[config.mk]
export PLATFORM = sky130hd
export DESIGN_NAME = fft_stage_ctrl
export DESIGN_NICKNAME = d
export VERILOG_FILES = /design/src/rtl/fft_ctrl_pkg.sv /design/src/rtl/fft_tag_pipe.sv /design/src/rtl/fft_stage_ctrl.sv
export SDC_FILE = /design/constraint.sdc
export NUM_CORES = 1
export LEC_CHECK = 0
export ABC_AREA = 1
export CAP_MARGIN = 30
export CORE_MARGIN = 2
export CORE_UTILIZATION = 51
export DETAILED_ROUTE_END_ITERATION = 10
export PLACE_DENSITY_LB_ADDON = 0.2
export SLEW_MARGIN = 20
export SYNTH_ARGS = -nofsm -noshare
export SYNTH_HDL_FRONTEND = slang
export SYNTH_SLANG_ARGS = --single-unit
export TNS_END_PERCENT = 10
[constraint.sdc]
create_clock -name clk -period 2.06 [get_ports clk]
set_input_delay 0.309 -clock clk [delete_from_list [all_inputs] [get_ports clk]]
set_output_delay 0.309 -clock clk [all_outputs]
set_load 0.01 [all_outputs]
[src/rtl/fft_ctrl_pkg.sv]
// ---------------------------------------------------------------------------
// fft_ctrl_pkg
// Shared types and default constants for the radix-2 SDF stage sequencer.
//   state_t : sequencer states (IDLE, RUN, DRAIN)
//   tag_t   : per-beat framing tag carried alongside the datapath latency
// ---------------------------------------------------------------------------
package fft_ctrl_pkg;

    localparam int NUM_DEF       = 16;   // lanes per beat
    localparam int DATA_DEF      = 512;  // samples per frame
    localparam int TW_IDX_W_DEF  = 3;    // twiddle index width
    localparam int PIPE_LAT_DEF  = 3;    // accepted beat -> datapath output
    localparam int DRAIN_CYC_DEF = 2;    // in_ready-low cycles after a frame

    typedef enum logic [1:0] {
        IDLE  = 2'd0,
        RUN   = 2'd1,
        DRAIN = 2'd2
    } state_t;

    typedef struct packed {
        logic valid;
        logic sof;
        logic eof;
    } tag_t;

endpackage

[src/rtl/fft_tag_pipe.sv]
// ---------------------------------------------------------------------------
// fft_tag_pipe
// Fixed-latency shift register for framing tags, so valid/sof/eof line up
// with the butterfly/twiddle datapath output.
//   clk       : clock, rising edge
//   rst       : synchronous active-high reset, empties the pipe
//   in_tag    : tag entering this cycle (valid=0 when no beat accepted)
//   out_tag   : tag that entered PIPE_LAT cycles earlier
//   any_valid : at least one stage holds a valid tag
// ---------------------------------------------------------------------------
module fft_tag_pipe
    import fft_ctrl_pkg::*;
#(
    parameter int PIPE_LAT = PIPE_LAT_DEF
) (
    input  logic clk,
    input  logic rst,
    input  tag_t in_tag,
    output tag_t out_tag,
    output logic any_valid
);

    tag_t                stage_q [PIPE_LAT];
    tag_t                stage_d [PIPE_LAT];
    logic [PIPE_LAT-1:0] valid_vec;

    always_comb begin
        stage_d[0] = in_tag;
        for (int i = 1; i < PIPE_LAT; i++) begin
            stage_d[i] = stage_q[i-1];
        end
    end

    always_ff @(posedge clk) begin
        for (int i = 0; i < PIPE_LAT; i++) begin
            if (rst) begin
                stage_q[i] <= '0;
            end else begin
                stage_q[i] <= stage_d[i];
            end
        end
    end

    generate
        for (genvar gi = 0; gi < PIPE_LAT; gi++) begin : g_valid
            assign valid_vec[gi] = stage_q[gi].valid;
        end
    endgenerate

    assign any_valid = |valid_vec;
    assign out_tag   = stage_q[PIPE_LAT-1];

endmodule

[src/rtl/fft_stage_ctrl.sv]
// ---------------------------------------------------------------------------
// fft_stage_ctrl
// Frame sequencer for one radix-2 SDF butterfly stage. Accepts beats under
// valid/ready, checks frame framing, drives the stage controls and re-times
// the frame tags to the datapath output.
//   clk         : clock, rising edge
//   rst         : synchronous reset, active-high
//   in_valid    : upstream beat valid
//   in_sof      : first beat of a frame
//   in_ready    : stage can accept a beat
//   dly_en      : delay-line write enable (one cycle after an accepted beat)
//   bf_en       : butterfly path select, follows beat index bit 0
//   tw_idx      : twiddle LUT index, beat index mod 2**TW_IDX_W (holds when idle)
//   out_valid   : datapath output beat valid
//   out_sof     : first output beat of a frame
//   out_eof     : last output beat of a completed frame
//   busy        : sequencer not idle or tags still in flight
//   err_frame   : sticky framing error
//   clr_err     : clears err_frame (a simultaneous new error wins)
//   frames_done : completed frame count, wraps
// ---------------------------------------------------------------------------
module fft_stage_ctrl
    import fft_ctrl_pkg::*;
#(
    parameter int NUM       = NUM_DEF,
    parameter int DATA      = DATA_DEF,
    parameter int COUNT     = DATA / NUM,
    parameter int TW_IDX_W  = TW_IDX_W_DEF,
    parameter int PIPE_LAT  = PIPE_LAT_DEF,
    parameter int DRAIN_CYC = DRAIN_CYC_DEF
) (
    input  logic                clk,
    input  logic                rst,
    input  logic                in_valid,
    input  logic                in_sof,
    output logic                in_ready,
    output logic                dly_en,
    output logic                bf_en,
    output logic [TW_IDX_W-1:0] tw_idx,
    output logic                out_valid,
    output logic                out_sof,
    output logic                out_eof,
    output logic                busy,
    output logic                err_frame,
    input  logic                clr_err,
    output logic [15:0]         frames_done
);

    localparam int CNT_W = $clog2(COUNT);
    localparam int DRN_W = (DRAIN_CYC > 1) ? $clog2(DRAIN_CYC) : 1;
    localparam logic [CNT_W-1:0] LAST_BEAT = CNT_W'(COUNT - 1);
    localparam logic [DRN_W-1:0] DRN_LAST  = DRN_W'(DRAIN_CYC - 1);

    state_t                state_q, state_d;
    logic [CNT_W-1:0]      beat_cnt_q, beat_cnt_d;
    logic [DRN_W-1:0]      drain_cnt_q, drain_cnt_d;
    logic                  dly_en_q, dly_en_d;
    logic                  bf_en_q, bf_en_d;
    logic [TW_IDX_W-1:0]   tw_idx_q, tw_idx_d;
    logic                  err_q, err_d;
    logic [15:0]           frames_q, frames_d;

    logic                  ready_c;
    logic                  acc;
    logic                  tag_acc;     // accepted beat that belongs to a frame
    logic                  set_err;
    logic [CNT_W-1:0]      beat_idx;
    tag_t                  in_tag;
    tag_t                  out_tag;
    logic                  pipe_busy;

    // Gated by rst directly so in_ready reads 0 while reset is held and 1 on
    // the very first cycle after it is released.
    assign ready_c = !rst && (state_q != DRAIN);
    assign acc     = in_valid && ready_c;

    always_comb begin
        state_d     = state_q;
        beat_cnt_d  = beat_cnt_q;
        drain_cnt_d = drain_cnt_q;
        tag_acc     = 1'b0;
        set_err     = 1'b0;
        beat_idx    = '0;
        case (state_q)
            IDLE: begin
                if (acc) begin
                    if (in_sof) begin
                        tag_acc    = 1'b1;
                        beat_cnt_d = CNT_W'(1);
                        state_d    = RUN;
                    end else begin
                        // Orphan beat: dropped without a tag.
                        set_err = 1'b1;
                    end
                end
            end
            RUN: begin
                if (acc) begin
                    tag_acc = 1'b1;
                    if (in_sof) begin
                        // Early restart: current frame abandoned, new one
                        // starts at beat 0 with this beat.
                        set_err    = 1'b1;
                        beat_cnt_d = CNT_W'(1);
                    end else begin
                        beat_idx = beat_cnt_q;
                        if (beat_cnt_q == LAST_BEAT) begin
                            beat_cnt_d  = '0;
                            drain_cnt_d = '0;
                            state_d     = DRAIN;
                        end else begin
                            beat_cnt_d = beat_cnt_q + CNT_W'(1);
                        end
                    end
                end else if (!in_valid) begin
                    // The datapath is free-running, a bubble breaks the frame.
                    set_err    = 1'b1;
                    beat_cnt_d = '0;
                    state_d    = IDLE;
                end
            end
            DRAIN: begin
                if (drain_cnt_q == DRN_LAST) begin
                    state_d = IDLE;
                end else begin
                    drain_cnt_d = drain_cnt_q + DRN_W'(1);
                end
            end
            default: begin
                state_d = IDLE;
            end
        endcase
    end

    always_comb begin
        dly_en_d = tag_acc;
        bf_en_d  = tag_acc && beat_idx[0];
        tw_idx_d = tag_acc ? beat_idx[TW_IDX_W-1:0] : tw_idx_q;

        in_tag       = '0;
        in_tag.valid = tag_acc;
        in_tag.sof   = tag_acc && (beat_idx == '0);
        in_tag.eof   = tag_acc && (beat_idx == LAST_BEAT);

        err_d = err_q;
        if (set_err) begin
            err_d = 1'b1;
        end else if (clr_err) begin
            err_d = 1'b0;
        end

        frames_d = frames_q;
        if (out_tag.valid && out_tag.eof) begin
            frames_d = frames_q + 16'd1;
        end
    end

    always_ff @(posedge clk) begin
        if (rst) begin
            state_q     <= IDLE;
            beat_cnt_q  <= '0;
            drain_cnt_q <= '0;
            dly_en_q    <= 1'b0;
            bf_en_q     <= 1'b0;
            tw_idx_q    <= '0;
            err_q       <= 1'b0;
            frames_q    <= '0;
        end else begin
            state_q     <= state_d;
            beat_cnt_q  <= beat_cnt_d;
            drain_cnt_q <= drain_cnt_d;
            dly_en_q    <= dly_en_d;
            bf_en_q     <= bf_en_d;
            tw_idx_q    <= tw_idx_d;
            err_q       <= err_d;
            frames_q    <= frames_d;
        end
    end

    fft_tag_pipe #(
        .PIPE_LAT (PIPE_LAT)
    ) u_tag_pipe (
        .clk       (clk),
        .rst       (rst),
        .in_tag    (in_tag),
        .out_tag   (out_tag),
        .any_valid (pipe_busy)
    );

    assign in_ready    = ready_c;
    assign dly_en      = dly_en_q;
    assign bf_en       = bf_en_q;
    assign tw_idx      = tw_idx_q;
    assign out_valid   = out_tag.valid;
    assign out_sof     = out_tag.sof;
    assign out_eof     = out_tag.eof;
    assign busy        = (state_q != IDLE) || pipe_busy;
    assign err_frame   = err_q;
    assign frames_done = frames_q;

endmodule

==> results of run 1 <==
-- area by class of cell --
type	count	area (um2)	area share (%)
clock buffers	7	55.1	2.50
clock inverters	1	5.00	0.227
inverters	35	134	6.08
multi-input cells	170	848	38.5
flip-flops and latches	38	762	34.6
well taps	46	57.6	2.61
repair buffers	35	340	15.5
-- registers in the layout, indices dropped and copies added (netlist names) --
register / flops
drain_cnt_q: 1
tw_idx: 3
state_q: 2
err_frame: 1
bf_en: 1
beat_cnt_q: 5
frames_done: 16
u_tag_pipe.stage_q: 9
-- worst paths after layout --
kind                             from                        to  slack (ns)  depth (start not counted)
max                        state_q[0]                  in_ready        0.16                          5
min          u_tag_pipe.stage_q[1][1]  u_tag_pipe.stage_q[2][1]        0.41                          2
min reg2reg  u_tag_pipe.stage_q[1][1]  u_tag_pipe.stage_q[2][1]        0.41                          2
max reg2reg             beat_cnt_q[1]                state_q[0]        0.45                         12
-- cells by family after synthesis --
kind of cell | after synthesis | share of synthesized area [%]
fa+ha+maj | 3 | 2.12
compound gates | 31 | 9.45
flops | 38 | 42.9
xor+xnor | 3 | 1.48
simple gates | 133 | 34.8
buf+inv | 39 | 9.31
-- report_power, final --
group	switching (mW)	internal, mW	leakage (nW)
Sequential	0.0125	0.750	0.308
Clock	0.238	0.165	0.0353
Combinational	0.0846	0.0614	0.558
-- routing by layer --
layer / vias up / wire length [um] / GRT usage (%)
met1: 714 / 1700 / 23.6
li1: 861 / - / -
met5: - / 0 / 0
met4: 0 / 97 / 11.7
met2: 46 / 1600 / 32.6
met3: 10 / 179 / 5.41
-- per-stage QoR --
stage	util (%)	hold WS (ns)
floorplan	-	0.388
global placement	64.2	0.392
detailed placement	64.2	0.392
CTS	66.0	0.407
global route	66.0	0.426
finish	66.0	0.405
-- synth_stat cells --
cell type	count	area share, %
dfxtp_1	38	43
nor3_1	7	2.0
o21ai_1	2	0.56
o21bai_1	1	0.42
inv_2	3	0.63
nor4_1	1	0.35
buf_6	2	1.3
ha_1	3	2.1
or2_2	1	0.35
nor2_1	43	9.1
o21ai_0	10	2.8
nand2_1	52	11
buf_2	1	0.28
a21oi_1	15	4.2
a21oi_2	2	0.99
nand2_4	1	0.63
nand3_4	2	2.0
nand2_2	3	1.1
nand3_1	16	4.5
nor2_2	3	1.1
nor4b_2	1	0.85
xor2_1	3	1.5
nand4_4	1	1.2
inv_1	31	6.6
inv_4	1	0.35
clkbuf_1	1	0.21
o211ai_1	1	0.42
nand4_1	2	0.71
-- critical path, stage by stage (launching register included) --
cell             delay, ns
dfxtp_2               0.41
inv_2                 0.06
nand2_2               0.11
nand2_1               0.09
inv_1                 0.06
clkdlybuf4s50_1       0.52
==> results.sh, run 1 <==
export IMPL_status="completed"
export IMPL_path_class="register to output pin"
export IMPL_cts_resized_gates=0
export IMPL_finClkSkew_ns=0.0107
export IMPL_tns_ns=0
export IMPL_ir_drop_mv=0.366
export IMPL_crit_fanout=4
export IMPL_antenna_found_initial=0
export IMPL_drv_cap=0
export IMPL_nets=293
export IMPL_min_path_type="register to register"
export IMPL_drv_slew=0
export IMPL_setup_violations=0
export IMPL_drt_vias_per_instance=4.91
export IMPL_cp_arrival_ns=1.59
export IMPL_hpwlAfterDp_um=2650
export IMPL_coreArea_mm2=0.00334
export IMPL_period_minus_slack_ns=1.90
export IMPL_rsz0062_at_grt="no"
export IMPL_cts_hold_buf=0
export IMPL_insertion_delay_ns=0.35
export IMPL_clock_root_buffer="clkbuf_4"
export IMPL_grt_max_degree=19
export IMPL_ios=32
export IMPL_grt_overflow=0
export IMPL_worst_slack_ns=0.158
export IMPL_yosysUniqueCellTypes=28
export IMPL_routedWlPerCell_um=10.8
export IMPL_first_iter_violations=84
export IMPL_cts_sinks=38
export IMPL_worstMarginPinSlew_ns=0.368
export IMPL_cts_buffers=5
export IMPL_die_h_um=63.0
export IMPL_clk_pin_slew_worst_paths_ns=0.11
export IMPL_maxClockFrequency_ghz=0.526
export IMPL_drive_gt1_share_pct=10.5
export IMPL_powerDensity_mw_per_mm2=595
export IMPL_synth_nets=255
export IMPL_vias=1631
export IMPL_syn_avg_cell_area_um2=7.18
export IMPL_die_area_mm2=0.00397
export IMPL_chipWidth_um=63.0
export IMPL_cts_tree="built"
export IMPL_htree_levels=2
export IMPL_std_cell_rows=21
export IMPL_instances_no_fill=332
export IMPL_synth_area_mm2=0.00177
export IMPL_syn_inst=247
export IMPL_synth_seq_cells=38
export IMPL_finalCritPeriodShare_pct=92.3
export IMPL_required_ns=1.75
export IMPL_fin_area_mm2=0.00220
export IMPL_fillers=314
export IMPL_diodes=0
export IMPL_relSlewSlack_pct=75.3
export IMPL_placed_area_mm2=0.00214
export IMPL_drc=0
export IMPL_grt_pass1_vias=1462
export IMPL_wirelength_um=3580
export IMPL_final_cell_mix="nand2_1, nor2_1, dfxtp_1"
export IMPL_cts_buffer_depth=2
export IMPL_start_util_pct=53.2
export IMPL_syn2layout_area_growth_pct=24.1
export IMPL_cp_end_kind="output pin"
export IMPL_ant_nets=0
export IMPL_grt_pass1_wl_um=6230
export IMPL_leakage_nw=0.901
export IMPL_finalPower_mw=1.31
export IMPL_mostFrequentLayoutCell="nand2_1"
export IMPL_globalplace_congestion=0.888
export IMPL_cp_start_kind="register"
export IMPL_post_cts_buffers=0
export IMPL_dp_cells=324
export IMPL_yosys_warnings=0
export IMPL_hold_viol=0
export IMPL_first_pass_iters=4
export IMPL_io_buffer_count=31
export IMPL_pre_cts_slack_ns=0.186
export IMPL_ys_seq_area_share_pct=42.9
export IMPL_grt_usage_pct=20.0
Power figures use the tool's default switching activity.
==> run 2, diff against run 1 <==
Settings changed: CTS_CLUSTER_DIAMETER set to 100, SETUP_SLACK_MARGIN set to 0.15.
==> run 2 against run 1 <==
Net effect:
- global-route usage is the same
- non-clock buffer count rose by 3
- core utilization up 0.75 points
- largest cell class unchanged
- clock power barely moved
- combinational power up 8%
- register-to-register slack barely moved
- hold slack about the same
==> results.sh, run 2 (synthesis results as in run 1) <==
export IMPL_powerDensity_mw_per_mm2=593
export IMPL_tns_ns=0
export IMPL_first_iter_violations=83
export IMPL_r2r_setup_slack_ns=0.46
export IMPL_first_pass_iters=4
export IMPL_crit_fanout=4
export IMPL_cts_tree="built"
export IMPL_worstMarginPinSlew_ns=0.370
export IMPL_vias=1636
export IMPL_leakage_nw=0.916
export IMPL_finClkSkew_ns=0.0117
export IMPL_drive_gt1_share_pct=11.4
export IMPL_final_cell_mix="nand2_1, nor2_1, dfxtp_1"
export IMPL_htree_levels=2
export IMPL_grt_overflow=0
export IMPL_finalCritPeriodShare_pct=89.5
export IMPL_setup_violations=0
export IMPL_std_cell_rows=21
export IMPL_ios=32
export IMPL_path_class="register to output pin"
export IMPL_clk_pin_slew_worst_paths_ns=0.10
export IMPL_hpwlAfterDp_um=2650
export IMPL_die_h_um=63.0
export IMPL_chipWidth_um=63.0
export IMPL_grt_usage_pct=20.0
export IMPL_required_ns=1.75
export IMPL_period_minus_slack_ns=1.84
export IMPL_cts_buffers=5
export IMPL_worst_slack_ns=0.217
export IMPL_syn2layout_area_growth_pct=25.5
export IMPL_grt_pass1_vias=1462
export IMPL_hold_viol=0
export IMPL_antenna_found_initial=0
export IMPL_ant_nets=0
export IMPL_insertion_delay_ns=0.35
export IMPL_relSlewSlack_pct=75.2
export IMPL_fillers=312
export IMPL_rsz0062_at_grt="no"
export IMPL_cts_sinks=38
export IMPL_coreArea_mm2=0.00334
export IMPL_drv_cap=0
export IMPL_grt_pass1_wl_um=6230
export IMPL_largest_reg_flops=16
export IMPL_pre_cts_slack_ns=0.186
export IMPL_status="completed"
export IMPL_maxClockFrequency_ghz=0.543
export IMPL_io_buffer_count=31
export IMPL_drc=0
export IMPL_globalplace_congestion=0.888
export IMPL_min_path_type="register to register"
export IMPL_diodes=0
export IMPL_drv_slew=0
export IMPL_cts_buffer_depth=2
export IMPL_cp_start_kind="register"
export IMPL_start_util_pct=53.2
export IMPL_cp_arrival_ns=1.53
export IMPL_mostFrequentLayoutCell="nand2_1"
export IMPL_cp_end_kind="output pin"
export IMPL_grt_max_degree=19
export IMPL_drt_vias_per_instance=4.88
export IMPL_routedWlPerCell_um=10.8
export IMPL_clock_root_buffer="clkbuf_4"
export IMPL_wirelength_um=3610
export IMPL_nets=296
export IMPL_die_area_mm2=0.00397
export IMPL_ir_drop_mv=0.367
[run 2: area by class of cell]
class / count / area, um2 / share of cell area, %
clock buffers: 7 / 55.1 / 2.47
inverters: 35 / 134 / 6.01
repair buffers: 38 / 363 / 16.3
flip-flops and latches: 38 / 764 / 34.3
well taps: 46 / 57.6 / 2.58
clock inverters: 1 / 5.00 / 0.225
multi-input cells: 170 / 848 / 38.1
[run 2: metal layers]
metal / part of all wire (%) / GRT usage, % / vias up
met5: 0 / 0 / -
met4: 2.5 / 11.7 / 0
met3: 4.9 / 5.41 / 8
met2: 45 / 32.6 / 43
met1: 47 / 23.6 / 720
li1: - / - / 865
[run 2: stage by stage]
| step | power [mW] | hold WS (ns) | instances | utilization [%] | area (um2) |
|---|---|---|---|---|---|
| detailed placement | 0.924 | 0.392 | 324 | 64.2 | 2140 |
| global placement | 0.922 | 0.392 | 324 | 64.2 | 2140 |
| floorplan | 0.869 | 0.388 | 247 | - | 1770 |
| finish | 1.32 | 0.405 | 335 | 66.7 | 2230 |
| global route | 1.39 | 0.426 | 335 | 66.7 | 2230 |
| CTS | 1.33 | 0.407 | 332 | 66.1 | 2200 |
[run 2: path summary, 6_finish.rpt]
| check | depth (start not counted) | startpoint | end |
|---|---|---|---|
| hold / removal | 2 | u_tag_pipe.stage_q[1][1] | u_tag_pipe.stage_q[2][1] |
| hold reg to reg | 2 | u_tag_pipe.stage_q[1][1] | u_tag_pipe.stage_q[2][1] |
| setup reg to reg | 12 | beat_cnt_q[1] | state_q[0] |
| setup / recovery | 5 | state_q[0] | in_ready |
[run 2: report_power, final]
part	internal, mW	switching, mW
clock	0.165	0.238
sequential	0.750	0.0107
combinational	0.0681	0.0886
[run 2: what timing repair did]
item | CTS | global route
hold buffers | 0 | 0
buffers inserted | 0 | 3
resized for setup | 2 | 0
endpoints found under the setup margin | 1 | 1
pin swaps | 0 | 0
[run 2: critical path, cell delays in order (launching register included)]
cell             delay (ns)
dfxtp_4                0.37
inv_2                  0.05
nand2_2                0.10
nand2_1                0.09
inv_1                  0.06
clkdlybuf4s50_1        0.52
==> RTL change: new RTL, flow settings as in run 2 <==
The package constant `DATA_DEF` goes from 512 to 2048.
--- a/src/rtl/fft_ctrl_pkg.sv
+++ b/src/rtl/fft_ctrl_pkg.sv
@@ -8,5 +8,5 @@
 
     localparam int NUM_DEF       = 16;   // lanes per beat
-    localparam int DATA_DEF      = 512;  // samples per frame
+    localparam int DATA_DEF      = 2048;  // samples per frame
     localparam int TW_IDX_W_DEF  = 3;    // twiddle index width
     localparam int PIPE_LAT_DEF  = 3;    // accepted beat -> datapath output
Behaviour: same outputs for any inputs over 10 cycles, from zero or initial values and one cycle with rst high; that may be too few to reach the edited logic, so the function may still have changed.
==> RTL change against run 2 <==
Count of clock-buffer cells in the layout unchanged. Critical endpoint unchanged. Sequential cell count increased by 2. Worst hold slack improved by 0.0042 ns. Register-to-register slack improved by 0.10 ns. Setup slack gained 0.047 ns. First-iteration DRC count is 58% higher. Via count is 16% higher. Routed wire length is 19% higher. Cell area rose by 11%. Synthesized area is 11% higher.
Power is not compared: it rests on default switching activity, and its combinational part moved more than twofold at a synthesized area within 25%.
==> RTL change: results (changes against run 2) <==
stage;metric;value;unit;change
run_status;status;completed;;
timing;fmax;0.557;GHz;+2.6%
yosys;synthTopCellsByArea;dfxtp_1 41%, nand2_1 13%, inv_1 9.3%, nor2_1 7.8%, a21oi_1 4.8%;;
setup_path;worstSetupStartpoint;state_q[0];;
global_route;grt_usage;21.8;%;+1.8 points
setup_path;slowest_delay;0.52;ns;about the same
yosys;ys_warn_count;0;;unchanged
placement;gp_congestion;0.938;;+5.7%
global_route;grt_max_degree;21;;+2
placement;dpl_cell_area;2340;µm²;+9.5%
yosys;ys_top_cells_by_count;70 x nand2_1, 49 x inv_1, 41 x nor2_1;;
worst_hold_path;min_path_type;register to register;;
yosys;synthFlopType;dfxtp_1;;
yosys;ys_async_sr_fraction;0;%;unchanged
placement;dp.cells;374;;+15%
cells_and_area;final_nets;340;;+15%
setup_path;slowest_stage;clkdlybuf4s50_1;;
cells_and_area;drive_gt1_share;9.88;%;-1.5 points
yosys;synth_cell_types;28;;unchanged
drt;drt-initial-drc-count;131;;+58%
timing;whs;0.409;ns;+0.00417 ns
clocking;cts_buffers;5;;unchanged
setup_path;r2r-start;beat_cnt_q[1];;
global_route;grt_pass1_vias;1677;;+15%
drt;wirelength;4290;µm;+19%
pwr;vdd_drop_max;0.440;mV;
cells_and_area;largest_reg_flops;16;;unchanged
global_route;grt_pass1_wl;7250;µm;+16%
clocking;root_buffer;clkbuf_8;;
placement;port_buffers;31;;unchanged
clocking;postCtsSetupBuffers;0;;unchanged
yosys;avgSynthCellArea;6.66;µm²;-7.3%
cells_and_area;antennaDiodeCount;0;;unchanged
global_route;antenna_found_initial;0;;unchanged
setup_path;crit_arrival;1.49;ns;-0.04 ns
setup_path;r2r_slack;0.56;ns;+0.10 ns
placement;place_ws;0.282;ns;+0.0959 ns
clocking;clk_pin_slew_worst_paths;0.07;ns;-0.03 ns
setup_path;cp_max_fo;6;;+2
clocking;h-tree-depth;2;;unchanged
timing;fin_worst_skew;0.00516;ns;-0.00657 ns
drt;viasPerCell;4.98;;+2.0%
pwr;p_leak;0.000999;µW;
yosys;synth_nets;303;;+19%
drt;dr.pass1.iters;4;;unchanged
placement;dp_hpwl;3200;µm;+21%
worst_hold_path;hp-start;u_tag_pipe.stage_q[1][0];;
clocking;clock_path_buffers;2;;unchanged
timing;max_slew_margin;76.9;%;+1.8 points
cells_and_area;stdcell_count;382;;+14%
clocking;clk_latency;0.30;ns;-0.05 ns
yosys;ys_seq_area_share;40.6;%;-2.3 points
==> RTL change: worst paths after layout <==
kind / end / cells past startpoint
worst max-delay path: in_ready / 5
worst min-delay path: u_tag_pipe.stage_q[2][0] / 2
worst min register to register: u_tag_pipe.stage_q[2][0] / 2
worst max register to register: beat_cnt_q[6] / 8
==> RTL change: layout make-up <==
| class | instances | area, µm² |
|---|---|---|
| Fill cell | 332 | 1210 |
| Multi-Input combinational cell | 197 | 947 |
| Sequential cell | 40 | 802 |
| Timing Repair Buffer | 34 | 333 |
| Inverter | 55 | 206 |
| Clock buffer | 7 | 96.3 |
| Tap cell | 48 | 60.1 |
| Clock inverter | 1 | 30.0 |
==> RTL change: power by group <==
group	switching [µW]	internal, µW	leakage, µW
combinational	217	148	0.000611
sequential	42.2	818	0.000324
clock	276	427	0.0000645
==> RTL change: per-layer routing <==
layer,up-vias,wire [µm],global-route usage [%]
met5,-,0,0
met4,0,97,10.2
met3,11,230,6.30
met2,56,1950,34.9
met1,839,2000,26.9
li1,996,-,-
==> RTL change: repair_timing <==
| action | in CTS | in global routing |
|---|---|---|
| cloned | 0 | 0 |
| endpoints found under the setup margin | 1 | 1 |
| gates resized for setup | 1 | 1 |
==> RTL change: kinds of logic (layout without fill, tap and decap cells) <==
logic type,after synthesis,count (layout),share of synthesized area [%]
XOR/XNOR,2,2,0.888
AND/OR/NAND/NOR,155,155,35.5
adder cells (fa/ha/maj),2,2,1.27
buffers and inverters,59,97,11.5
flip-flops,40,40,40.6
AO/OA/AOI/OAI,38,38,10.3
==> RTL change: critical path, delay by kind of cell (launching register included) <==
kind / cells / cell delay [ns]
AND/OR/NAND/NOR: 2 / 0.15
flip-flops: 1 / 0.40
buffers and inverters: 3 / 0.64
